**src/rtl/approx_cmp_pkg.sv**
```systemverilog
// Shared width, comparator resolution and FSM state encoding for the approximate max tracker.
package approx_cmp_pkg;

   localparam int DATA_W = 8;

   // Samples that differ only in the low CMP_LSB bits compare as equal.
   localparam int CMP_LSB = 2;

   typedef enum logic [1:0] {
      IDLE   = 2'd0,
      ACCUM  = 2'd1,
      OUTPUT = 2'd2
   } state_t;

endpackage

```
**src/rtl/approx_comparator_8_bit.sv**
```systemverilog
// Approximate magnitude comparator: only the upper DATA_W-CMP_LSB bits take part,
// so values within the same 2^CMP_LSB bucket are reported equal. Flags are one-hot.
module approx_comparator_8_bit
   import approx_cmp_pkg::*;
(
   input  logic [DATA_W-1:0] a,
   input  logic [DATA_W-1:0] b,
   output logic              AeqB,
   output logic              AgtB,
   output logic              AltB
);

   logic [DATA_W-CMP_LSB-1:0] a_hi;
   logic [DATA_W-CMP_LSB-1:0] b_hi;

   assign a_hi = a[DATA_W-1:CMP_LSB];
   assign b_hi = b[DATA_W-1:CMP_LSB];

   assign AeqB = (a_hi == b_hi);
   assign AgtB = (a_hi >  b_hi);
   assign AltB = (a_hi <  b_hi);

endmodule

```
**src/rtl/approx_max_tracker.sv**
```systemverilog
// Per-frame maximum tracker built on one approximate comparator.
// Define APPROX_TIE_COUNT_EN to build the tie counter; otherwise tie_cnt is tied to 0.
//
// state  | meaning
// IDLE   | waiting for the first sample of a frame
// ACCUM  | comparing later samples against the running maximum
// OUTPUT | result presented, waiting for out_ready
module approx_max_tracker
   import approx_cmp_pkg::*;
#(
   parameter  int FRAME_LEN = 16,
   localparam int IDX_W     = (FRAME_LEN > 2) ? $clog2(FRAME_LEN) : 1
) (
   input  logic              clk,
   input  logic              rst,
   input  logic [DATA_W-1:0] in_data,
   input  logic              in_valid,
   output logic              in_ready,
   output logic [DATA_W-1:0] out_max,
   output logic [IDX_W-1:0]  out_idx,
   output logic [IDX_W-1:0]  tie_cnt,
   output logic              out_valid,
   input  logic              out_ready
);

   localparam logic [IDX_W-1:0] LAST_CNT = IDX_W'(FRAME_LEN - 1);

   state_t              state_q, state_d;
   logic [IDX_W-1:0]    cnt_q, cnt_d;
   logic [IDX_W-1:0]    idx_q, idx_d;
   logic [DATA_W-1:0]   max_q, max_d;
   logic                valid_q, valid_d;

   logic                accept;
   logic                cmp_eq;
   logic                cmp_gt;
   logic                cmp_lt;

   assign in_ready = (state_q != OUTPUT) && !rst;
   assign accept   = in_valid && in_ready;

   approx_comparator_8_bit u_cmp (
      .a    (in_data),
      .b    (max_q),
      .AeqB (cmp_eq),
      .AgtB (cmp_gt),
      .AltB (cmp_lt)
   );

   always_comb begin
      state_d = state_q;
      cnt_d   = cnt_q;
      idx_d   = idx_q;
      max_d   = max_q;
      valid_d = valid_q;
      case (state_q)
         IDLE: begin
            if (accept) begin
               max_d   = in_data;
               idx_d   = '0;
               cnt_d   = IDX_W'(1);
               state_d = ACCUM;
            end
         end
         ACCUM: begin
            if (accept) begin
               // Strictly greater only, so the earliest of equal samples keeps the index.
               if ({cmp_gt, cmp_eq, cmp_lt} == 3'b100) begin
                  max_d = in_data;
                  idx_d = cnt_q;
               end
               cnt_d = cnt_q + IDX_W'(1);
               if (cnt_q == LAST_CNT) begin
                  state_d = OUTPUT;
                  valid_d = 1'b1;
               end
            end
         end
         OUTPUT: begin
            if (out_ready) begin
               state_d = IDLE;
               valid_d = 1'b0;
               cnt_d   = '0;
            end
         end
         default: begin
            state_d = IDLE;
            valid_d = 1'b0;
         end
      endcase
   end

   always_ff @(posedge clk) begin
      if (rst) begin
         state_q <= IDLE;
         cnt_q   <= '0;
         idx_q   <= '0;
         max_q   <= '0;
         valid_q <= 1'b0;
      end else begin
         state_q <= state_d;
         cnt_q   <= cnt_d;
         idx_q   <= idx_d;
         max_q   <= max_d;
         valid_q <= valid_d;
      end
   end

   assign out_max   = max_q;
   assign out_idx   = idx_q;
   assign out_valid = valid_q;

`ifdef APPROX_TIE_COUNT_EN
   logic [IDX_W-1:0] ties_q, ties_d;
   logic             frame_start;
   logic             frame_step;

   assign frame_start = accept && (state_q == IDLE);
   assign frame_step  = accept && (state_q == ACCUM);

   // At most FRAME_LEN-1 ties per frame, which always fits in IDX_W bits.
   always_comb begin
      ties_d = ties_q;
      if (frame_start) begin
         ties_d = '0;
      end else if (frame_step && cmp_eq) begin
         ties_d = ties_q + IDX_W'(1);
      end
   end

   always_ff @(posedge clk) begin
      if (rst) begin
         ties_q <= '0;
      end else begin
         ties_q <= ties_d;
      end
   end

   assign tie_cnt = ties_q;
`else
   assign tie_cnt = '0;
`endif

endmodule

```
**config.mk**
```make
export PLATFORM = sky130hd
export DESIGN_NAME = approx_max_tracker
export DESIGN_NICKNAME = d
export VERILOG_FILES = /design/src/rtl/approx_cmp_pkg.sv /design/src/rtl/approx_comparator_8_bit.sv /design/src/rtl/approx_max_tracker.sv
export SDC_FILE = /design/constraint.sdc
export NUM_CORES = 1
export LEC_CHECK = 0
export ABC_AREA = 1
export CORE_MARGIN = 5
export CORE_UTILIZATION = 60
export CTS_BUF_LIST = sky130_fd_sc_hd__clkbuf_8
export DETAILED_ROUTE_END_ITERATION = 10
export DONT_BUFFER_PORTS = 1
export PLACE_DENSITY = 0.76
export SYNTH_ARGS = -nofsm -noshare
export SYNTH_HDL_FRONTEND = slang
export SYNTH_SLANG_ARGS = --single-unit
```
**constraint.sdc**
```tcl
create_clock -name clk -period 2.4 [get_ports clk]
set_input_delay 0.12 -clock clk [delete_from_list [all_inputs] [get_ports clk]]
set_output_delay 0.12 -clock clk [all_outputs]
set_load 0.02 [all_outputs]
```
==> results.json, run 1 <==
{
  "drcViolationCount": 0,
  "antenna_found_initial": 0,
  "synth_edf_count": 0,
  "crit_required_ps": 2550,
  "avgSynthCellArea_um2": 7.18,
  "num_vias": 1000,
  "viasPerCell": 5.08,
  "antenna_left": 0,
  "fp.coreArea_um2": 1960,
  "dr.pass1.iters": 4,
  "clock_path_buffers": 2,
  "peakVddDrop_mv": 0.521,
  "syn_to_final_growth_pct": 0.912,
  "grt_pass1_wl_um": 3870,
  "max_freq_mhz": 522,
  "initial_core_util_pct": 62.9,
  "cts_sinks": 19,
  "hold_viol": 0,
  "nNetsFinal": 194,
  "place_ws_ps": 486,
  "setup_tns_ps": 0,
  "synth_cells": 172,
  "fin_ws_ps": 485,
  "synthFlopType": "dfxtp_1",
  "startpoint_type": "flop",
  "dp_hpwl_um": 1780,
  "chipHeight_um": 55.4,
  "cts_buffers": 3,
  "wl_um": 2310,
  "tightest_slew_ps": 562,
  "synthArstFlopShare_pct": 0,
  "fin_crit_sh_pct": 79.8,
  "ys_top_cells_by_count": "nand2_1, inv_1, nor2_1",
  "endpoint_kind": "flop",
  "first_global_vias": 906,
  "ios": 30,
  "die-width_um": 55.4,
  "clockRootBuffer": "clkbuf_8",
  "setup_viol": 0,
  "rsz0062_at_grt": "no",
  "clock_skew_ps": 3.62,
  "relSlewSlack_pct": 62.5,
  "gr-total-overflow": 0,
  "yosysTopAreaCellShare_pct": 30.8,
  "synth_area_um2": 1230,
  "cp.arrival_ps": 2070,
  "place_congestion": 0.901,
  "wl_per_cell_um": 11.7,
  "layout-drive-gt1-share_pct": 12.4,
  "dieArea_um2": 3070,
  "port_buffers": 0,
  "grt_use_total_pct": 15.3,
  "synth.largest_area_cell": "dfxtp_1",
  "synthTopCellsByArea": "dfxtp_1, ha_1, nand2_1, inv_1, nand3_1",
  "slew_violations": 0,
  "drv_cap": 0,
  "yosysWarnings": 0,
  "path_class": "reg -> reg",
  "htreeDepth": 1,
  "finalCriticalPeriod_ps": 1920,
  "p_leak_nw": 0.596,
  "clkTransAtPathRegs_ps": 70,
  "yosysUniqueCellTypes": 22,
  "hold_class": "in -> reg",
  "post_cts_resized": 0,
  "clkLatencyLatePin_ps": 260,
  "grt_max_degree": 25,
  "drtIter0Drc": 21,
  "yosys_register_bits": 19,
  "status": "finished, final reports clean",
  "num_rows": 16,
  "diodes": 0,
  "seq_area_frac_synth_pct": 30.8,
  "cts_tree": "done",
  "yosysMostFrequentCell": "nand2_1",
  "cp_max_fo": 24,
  "power.density_nw_per_um2": 666
}
-- repair_timing --
action | CTS | global route
hold endpoints to repair | 3 | 0
hold buffers | 1 | 0
buffers inserted | 0 | 0
-- placed cells by master, fill, tap and decap left out --
cell           synthesis  final
inv_1                 27     27
nand2_4                1      1
o21ai_0                3      3
dfxtp_1               19     19
nand2_2                6      6
a211oi_1               1      1
a21oi_2                4      4
clkbuf_8               0      3
ha_1                  11     11
nand4_1                1      1
a21oi_1               14     14
o21ai_1                1      1
nor2_1                20     20
xnor2_1                1      1
nor3_1                 1      1
conb_1                 1      4
nand3_2                2      2
dlygate4sd3_1          0      1
nor2_4                 3      3
nand3_1               15     15
clkinv_2               0      1
inv_2                  1      1
nand2_1               30     30
-- cell type report --
type                            count  area [um2]
Clock buffer                        3        41.3
Fill cell                         198         716
Timing Repair Buffer                1        10.0
Clock inverter                      1        5.00
Sequential cell                    19         380
Multi-Input combinational cell    118         671
Inverter                           28         105
Tap cell                           27        33.8
-- where the power goes --
part	leakage (nW)	internal [mW]	switching, mW	total, mW
clock	0.0255	0.115	0.109	0.224
sequential	0.156	0.344	0.0502	0.394
combinational	0.414	0.0754	0.136	0.211
total	0.596	0.535	0.295	0.830
-- flip-flops by register name, summed over array words and instances, names as in the netlist --
register	count
out_idx	4
out_max	8
out_valid	1
state_q	2
cnt_q	4
-- worst max-delay path, stage by stage, from the launching register on --
cell	delay [ps]
dfxtp_1	390
inv_1	80
ha_1	260
nor2_4	230
nand2_2	120
nor2_4	460
nand3_1	150
nand2_1	80
nor2_1	40
-- cells by family after synthesis --
family          share of synthesized area, %
xor+xnor                               0.709
fa+ha+maj                               11.1
buf+inv                                 15.8
simple gates                            30.5
flops                                   30.8
compound gates                          10.7
other cells                            0.304
-- per-stage QoR --
step / power [mW] / std cells / cell area [um2] / utilization, % / hold slack (ps)
after floorplan: 0.597 / 175 / 1250 / - / 189
after global placement: 0.600 / 192 / 1190 / 60.7 / 192
after detailed placement: 0.613 / 192 / 1190 / 60.7 / 193
after CTS: 0.837 / 197 / 1250 / 63.5 / 68.2
after global routing: 0.887 / 197 / 1250 / 63.5 / 81.1
final: 0.830 / 197 / 1250 / 63.5 / 72.7
-- final timing paths --
| check | from | endpoint | slack, ps | cells past startpoint |
|---|---|---|---|---|
| worst max register to register | state_q[0] | out_max[5] | 480 | 8 |
| worst max-delay path | state_q[0] | out_max[5] | 480 | 8 |
| worst min-delay path | in_valid | state_q[1] | 70 | 2 |
| worst min register to register | cnt_q[2] | cnt_q[2] | 480 | 2 |
-- layer usage --
layer	share of wire (%)	global-route usage [%]	vias up
li1	-	-	524
met1	42	16.7	446
met2	51	26.5	28
met3	6.5	5.36	2
met4	0.82	6.60	0
met5	0	0	-
Note: power is estimated with default switching activity, not from simulation.
==> run 2, diff against run 1 <==
Settings changed: ABC_AREA 1 to 0.
Clock period 2.4 ns to 1.85 ns, I/O delays scaled along.
==> results.json, run 2 <==
{
  "status": "finished, violations left",
  "violations": "negative hold slack, negative setup slack",
  "max_stage_delay_ps": 370,
  "antenna_found_initial": 0,
  "setup_viol": 3,
  "cp.arrival_ps": 2010,
  "power.density_nw_per_um2": 795,
  "synthMuxAreaShare_pct": 5.70,
  "fin_crit_sh_pct": 101,
  "cp_max_fo": 9,
  "finalCriticalPeriod_ps": 1860,
  "synth_edf_count": 0,
  "power_mw": 1.03,
  "synth_area_um2": 1050,
  "slew_violations": 0,
  "seq_area_frac_synth_pct": 36.1,
  "place_congestion": 0.871,
  "hold_class": "in -> reg",
  "viasPerCell": 5.85,
  "yosysUniqueCellTypes": 34,
  "synth_compound_area_share_pct": 15.7,
  "yosysWarnings": 0,
  "chipHeight_um": 51.9,
  "cts_sinks": 19,
  "synthTopCellsByArea": "dfxtp_1, ha_1, mux2i_1, o31ai_1, inv_1",
  "yosys_register_bits": 19,
  "peakVddDrop_mv": 0.489,
  "hold_depth": 1,
  "ys_top_cells_by_count": "dfxtp_1, ha_1, inv_1, nor2_1",
  "endpoint_kind": "flop",
  "yosysMostFrequentCell": "dfxtp_1",
  "hold_viol": 16,
  "dp_hpwl_um": 1640,
  "clockRootBuffer": "clkbuf_8",
  "crit_family": "compound AO/OA/AOI/OAI gates",
  "synth_fa_ha_area_share_pct": 13.1,
  "drv_cap": 0,
  "fin_ws_ps": -14.5,
  "reg2reg_depth": 8,
  "mostFrequentLayoutCells": "buf_4, dfxtp_1, nor2_1",
  "avgSynthCellArea_um2": 9.08,
  "synthArstFlopShare_pct": 0,
  "syn_to_final_growth_pct": 22.8,
  "cts_buffers": 3,
  "rsz0062_at_grt": "yes",
  "synth.largest_area_cell": "dfxtp_1",
  "clock_path_buffers": 2,
  "path_buf_inv": 2,
  "yosysTopAreaCellShare_pct": 36.1,
  "wl_um": 2430,
  "synth_top_family_by_area": "simple AND/OR/NAND/NOR gates",
  "largest_reg_flops": 8,
  "path_cells": "inv_2 > ha_4 > or3b_4 > a211o_1 > a31oi_4 > buf_6 > nor3b_1 > a31o_1",
  "gr-total-overflow": 0,
  "drcViolationCount": 0,
  "worstSetupPathDepth": 8,
  "max_freq_mhz": 536,
  "cts_tree": "done",
  "initial_core_util_pct": 62.4,
  "clkLatencyLatePin_ps": 250,
  "dr.pass1.iters": 4,
  "antenna_left": 0,
  "slowest_stage": "or3b_4",
  "synth-simple-area-share_pct": 19.0,
  "clkTransAtPathRegs_ps": 70,
  "htreeDepth": 1,
  "path_class": "reg -> reg",
  "startpoint_type": "flop",
  "ios": 30,
  "dieArea_um2": 2690,
  "nNetsFinal": 155,
  "num_rows": 15,
  "wl_per_cell_um": 16.4,
  "fp.coreArea_um2": 1690,
  "synth_cells": 116,
  "synthFlopType": "dfxtp_1",
  "grt_pass1_wl_um": 3480,
  "synthXorXnorAreaFrac_pct": 0.831,
  "p_leak_nw": 0.526,
  "diodes": 0,
  "die-width_um": 51.9,
  "clock_skew_ps": 2.00,
  "place_ws_ps": -30.0,
  "ff2ff_setup_slack_ps": -10,
  "drtIter0Drc": 11,
  "whs_ps": -113,
  "final_common_cell": "buf_4",
  "first_global_vias": 837,
  "crit_required_ps": 2000,
  "port_buffers": 0,
  "grt_max_degree": 22,
  "layout-drive-gt1-share_pct": 32.1,
  "num_vias": 866,
  "grt_use_total_pct": 17.0
}
run 2: what timing repair did:
item,CTS,global route
buffers inserted,0,2
gates resized for setup,1,17
endpoints found under the setup margin,10,15
hold endpoints to repair,16,16
pin swaps,0,1
run 2: final cells by class:
type	instances	area (um2)
multi-input cells	81	661
well taps	17	21.3
clock buffers	3	41.3
fillers	117	395
repair buffers	17	139
clock inverters	1	5.00
inverters	10	37.5
flip-flops and latches	19	389
run 2: stage by stage:
stage | area (um2) | TNS (ps) | cells | utilization, %
2_1_floorplan | 1070 | 0 | 119 | -
3_3_place_gp | 1150 | 0 | 142 | 67.9
3_5_place_dp | 1150 | -53.7 | 142 | 67.9
4_1_cts | 1190 | -199 | 146 | 70.7
5_1_grt | 1290 | -749 | 148 | 76.6
6_report | 1290 | -32.2 | 148 | 76.6
run 2: power breakdown:
part | switching [mW] | internal [mW]
Sequential | 0.0215 | 0.437
Clock | 0.137 | 0.150
Combinational | 0.152 | 0.132
Total | 0.310 | 0.718
run 2: cell families after synthesis:
kind of cell | count (synthesis)
mux | 6
flops | 19
buf+inv | 19
compound gates | 23
xor+xnor | 1
simple gates | 36
other cells | 1
fa+ha+maj | 11
run 2: worst register-to-register path: stages (launching register included):
cell and delay, ps:
dfxtp_2 340, inv_2 50, ha_4 150, or3b_4 370
a211o_1 270, a31oi_4 180, buf_6 160, nor3b_1 60
a31o_1 190
run 2: worst paths after layout:
check	to	start
max	out_idx[1]	state_q[0]
min	state_q[0]	rst
min reg2reg	out_max[5]	out_max[5]
max reg2reg	out_idx[1]	state_q[0]
run 2: metal layers:
metal | routed length [um] | GRT usage (%)
met4 | 27 | 7.42
met5 | 0 | 0
met2 | 1320 | 28.5
met3 | 123 | 4.58
met1 | 966 | 20.2
